`src/rtl/if_fetch_unit.sv`:
```
// if_fetch_unit: program counter, instruction-memory fetch handshake, one-entry stall skid and branch redirect/flush.
// Ports: clk/rst (async active-high); stall, branch_taken, branch_target from decode/execute;
// imem_req/imem_addr out and imem_ready/imem_rdata back from instruction memory;
// inst_valid/inst_out/inst_mem_addr carry the fetched instruction and its address to decode/execute.
module if_fetch_unit #(
  parameter int ADDR_W = 11,
  parameter logic [ADDR_W-1:0] RESET_PC = '0,
  parameter logic [31:0] NOP_INST = 32'h00000013
) (
  input  logic              clk,
  input  logic              rst,
  input  logic              stall,
  input  logic              branch_taken,
  input  logic [ADDR_W-1:0] branch_target,
  output logic              imem_req,
  output logic [ADDR_W-1:0] imem_addr,
  input  logic              imem_ready,
  input  logic [31:0]       imem_rdata,
  output logic              inst_valid,
  output logic [31:0]       inst_out,
  output logic [ADDR_W-1:0] inst_mem_addr
);
  typedef enum logic [1:0] {IDLE, REQ, HOLD, DRAIN} state_t;
  state_t state;
  logic [ADDR_W-1:0] pc, skid_addr, tgt, pc_inc;
  logic [31:0] skid_data;
  logic pending;
  assign tgt = branch_target & ~ADDR_W'(3);
  assign pc_inc = pc + ADDR_W'(4);
  assign pending = (state == REQ || state == DRAIN) && !imem_ready;
  // imem_req/imem_addr are registered so stall and branch_taken never reach memory combinationally.
  // A redirect with a fetch still outstanding keeps the old address on the bus until memory answers.
  // The skid has no valid bit: it is only ever read in HOLD, where it is always full.
  always_ff @(posedge clk or posedge rst) begin
    if (rst) begin
      state <= IDLE;
      pc <= RESET_PC;
      imem_req <= 1'b0;
      imem_addr <= RESET_PC;
      inst_valid <= 1'b0;
      inst_out <= NOP_INST;
      inst_mem_addr <= '0;
      skid_data <= NOP_INST;
      skid_addr <= '0;
    end else if (branch_taken) begin
      pc <= tgt;
      inst_valid <= 1'b0;
      inst_out <= NOP_INST;
      imem_req <= 1'b1;
      state <= pending ? DRAIN : REQ;
      if (!pending) imem_addr <= tgt;
    end else begin
      case (state)
        IDLE: begin
          state <= REQ;
          imem_req <= 1'b1;
          imem_addr <= pc;
        end
        REQ: begin
          if (imem_ready) begin
            pc <= pc_inc;
            imem_addr <= pc_inc;
            if (stall) begin
              skid_data <= imem_rdata;
              skid_addr <= pc;
              imem_req <= 1'b0;
              state <= HOLD;
            end else begin
              inst_out <= imem_rdata;
              inst_mem_addr <= pc;
              inst_valid <= 1'b1;
            end
          end else if (!stall) begin
            inst_valid <= 1'b0;
            inst_out <= NOP_INST;
          end
        end
        HOLD: begin
          if (!stall) begin
            inst_out <= skid_data;
            inst_mem_addr <= skid_addr;
            inst_valid <= 1'b1;
            imem_req <= 1'b1;
            imem_addr <= pc;
            state <= REQ;
          end
        end
        DRAIN: begin
          if (imem_ready) begin
            imem_addr <= pc;
            state <= REQ;
          end
        end
        default: state <= IDLE;
      endcase
    end
  end
endmodule

```
`config.mk`:
```
export PLATFORM = sky130hd
export DESIGN_NAME = if_fetch_unit
export DESIGN_NICKNAME = d
export VERILOG_FILES = /design/src/rtl/if_fetch_unit.sv
export SDC_FILE = /design/constraint.sdc
export NUM_CORES = 1
export LEC_CHECK = 0
export BUFFER_PORTS_ARGS = -buffer_cell sky130_fd_sc_hd__buf_4
export CAP_MARGIN = 5
export CORE_MARGIN = 3
export CORE_UTILIZATION = 54
export DETAILED_ROUTE_END_ITERATION = 7
export PLACE_DENSITY = 0.88
export SETUP_SLACK_MARGIN = 0.5
export SLEW_MARGIN = 20
export SYNTH_ARGS = -nofsm -noshare
export SYNTH_HDL_FRONTEND = slang
export SYNTH_SLANG_ARGS = --single-unit
```
`constraint.sdc`:
```
create_clock -name clk -period 10.7 [get_ports clk]
set_clock_uncertainty 0.2 [all_clocks]
set_input_delay 1.605 -clock clk [delete_from_list [all_inputs] [get_ports clk]]
set_output_delay 1.605 -clock clk [all_outputs]
set_load 0.01 [all_outputs]
```
==> results.json <==
{
  "pwr-share-clk": 0.176,
  "core.rowCount": 35,
  "finalSetupTns_ps": 0,
  "cts_tree": "done",
  "outcome": "complete, no violations",
  "clock_sinks": 105,
  "hpwl_mm": 7.73,
  "drtPass1Iterations": 4,
  "p_int_uw": 952,
  "critical_path.cell_chain": "buf_4 -> inv_2 -> nand4_2 -> buf_4 -> mux2_2",
  "dpl_worst_slack_ps": 6400,
  "critPathRequiredTime_ps": 10760,
  "drt_iter0_drc": 219,
  "die_width_um": 104,
  "finalInstanceArea_um2": 6140,
  "initial_core_util": 0.558,
  "clk_path_buf_depth": 2,
  "first_global_vias": 4006,
  "avgSynthCellArea_um2": 10.7,
  "synth_top_area_cell": "dfrtp_1",
  "grt_start_max_net_pins": 77,
  "ys_ff_latch": 105,
  "antenna_found_initial": 0,
  "routabilityCongestion": 0.835,
  "synth_cell_types": 47,
  "synth_area_um2": 5180,
  "syn_inst": 486,
  "hold_buffers": 0,
  "endpoint_kind": "register",
  "synth_edf_count": 0,
  "grt_first_pass_wirelength_mm": 19.7,
  "clk-insertion-delay-late_ps": 370,
  "crit_start": "branch_taken",
  "switchingPower_uw": 509,
  "clkTransAtPathRegs_ps": 100,
  "cap_violations": 0,
  "final_util": 0.661,
  "r2r_start": "state[1]",
  "ctsResizeCount": 0,
  "critPathLaunchType": "input pin",
  "critPathMaxStageDelay_ps": 800,
  "wire_per_inst_um": 16.5,
  "synth_top_area_frac": 0.478,
  "htreeDepth": 3,
  "cts_buffers": 9,
  "worstPathArrival_ps": 3960,
  "switching_share": 0.348,
  "die_area_um2": 10800,
  "min_period_over_period": 0.364,
  "fill_cells": 731,
  "io_buffer_count": 99,
  "max_freq_mhz": 256,
  "finalSetupViolCount": 0,
  "path_max_fanout": 41,
  "n_antenna_cell": 0,
  "drv_slew": 0,
  "worst_pin_slew_ps": 948,
  "grt.total_usage": 0.221,
  "crit_top_cell": "buf_4",
  "async_flop_share": 1.00,
  "ys_top_cells_by_area": "dfrtp_1, mux2_2, nand2_1",
  "routed_via_density": 5.58,
  "synth_common_cells": "dfrtp_1, nand2_1, mux2_2",
  "synth_seq_area_share": 0.508,
  "min_from": "skid_addr[7]",
  "placed_cell_area_um2": 5930,
  "hp-class": "reg -> reg",
  "synthMostInstantiatedCell": "dfrtp_1",
  "die_h_um": 104,
  "grt_overflow_total": 0,
  "p_per_area_nw_per_um2": 238,
  "leakage_uw": 0.00275,
  "final_layout_size_suffix_gt1_frac": 0.362,
  "crit_type": "in -> reg",
  "power_frac_seq": 0.448,
  "drtAntennaViolNets": 0,
  "fin_total_pwr_uw": 1460,
  "routed_wl_mm": 11.4,
  "final_nets": 614,
  "hold_violations": 0,
  "drc": 0,
  "critPathSlowestCell": "nand4_2",
  "hold_path_depth": 2,
  "p_comb_frac": 0.376,
  "ios": 104,
  "rr_worst_depth": 5,
  "ir_drop_uv": 147,
  "root_buffer": "clkbuf_8",
  "area_growth_pct": 18.4,
  "cts_setup_buffers": 0,
  "rsz0062_at_grt": "false",
  "min_period_ps": 3900,
  "max_slew_margin": 0.368,
  "vias": 3865,
  "worst_slack_ps": 6800,
  "synth-main-ff-cell": "dfrtp_1",
  "coreArea_um2": 9280,
  "yosysWarnings": 0
}
==> final timing paths <==
path | end | slack [ps]
worst max register to register | skid_data[14] | 7680
worst max-delay path | skid_data[14] | 6800
worst min-delay path | skid_addr[7] | 290
min in group asynchronous | skid_data[20] | 1020
max in group asynchronous | pc[5] | 8010
worst min register to register | skid_addr[7] | 290
==> power groups by stage <==
stage                     clock network [uW]  registers [uW]  logic [uW]
after detailed placement                   0             660         553
after CTS                                262             653         555
after floorplan                            0             656         355
final                                    257             654         549
after global placement                     0             646         529
after global routing                     280             672         605
==> cell type report <==
cell class                      instances  area (um^2)  share of cell area
Timing Repair Buffer                  103          773               0.126
Multi-Input combinational cell        329         2320               0.377
Clock buffer                            9          124              0.0202
Sequential cell                       105         2640               0.429
Tap cell                              129          161              0.0263
Inverter                               11         43.8             0.00713
Clock inverter                          7         85.1              0.0139
==> stage by stage <==
stage | hold slack (ps) | std cells
after CTS | 295 | 693
final | 292 | 693
after global placement | 263 | 677
after detailed placement | 272 | 677
after global routing | 319 | 693
after floorplan | 250 | 487
==> layer usage <==
layer / global-route usage / vias up / part of all wire
met5: 0 / - / 0
met4: 0.0608 / 0 / 0.010
met3: 0.0447 / 12 / 0.055
met2: 0.375 / 120 / 0.50
met1: 0.289 / 1893 / 0.43
li1: - / 1840 / -
==> cell usage in the layout, fill, tap and decap left out, types with 4 or more instances in the layout <==
master / instances
nor3_1: 6
dfstp_2: 6
nor2_1: 13
mux2i_1: 4
inv_1: 9
o2bb2ai_1: 29
ha_1: 6
clkbuf_8: 9
o21ai_0: 37
a21oi_1: 6
a31oi_1: 5
mux2_2: 66
xor2_1: 4
dfrtp_1: 99
mux2_1: 5
buf_4: 103
xnor2_1: 8
nand2_1: 98
==> state kept, by name (all words and copies together) (netlist names) <==
register,cells
skid_data,32
pc,9
imem_addr,10
inst_mem_addr,9
state,2
imem_req,1
inst_valid,1
skid_addr,9
inst_out,32
==> cell families after synthesis <==
family | count (synthesis) | synth area share
fa+ha+maj | 7 | 0.0169
other cells | 1 | 0.000724
mux | 76 | 0.165
flops | 105 | 0.508
simple gates | 138 | 0.116
compound gates | 94 | 0.124
buf+inv | 53 | 0.0483
xor+xnor | 12 | 0.0203
==> critical path, delay by kind of cell <==
family	cells	cell delay, ps
buffers and inverters	3	1230
muxes	1	300
and+or+nand+nor	1	800
No activity file was read; power rests on OpenSTA's default activity.
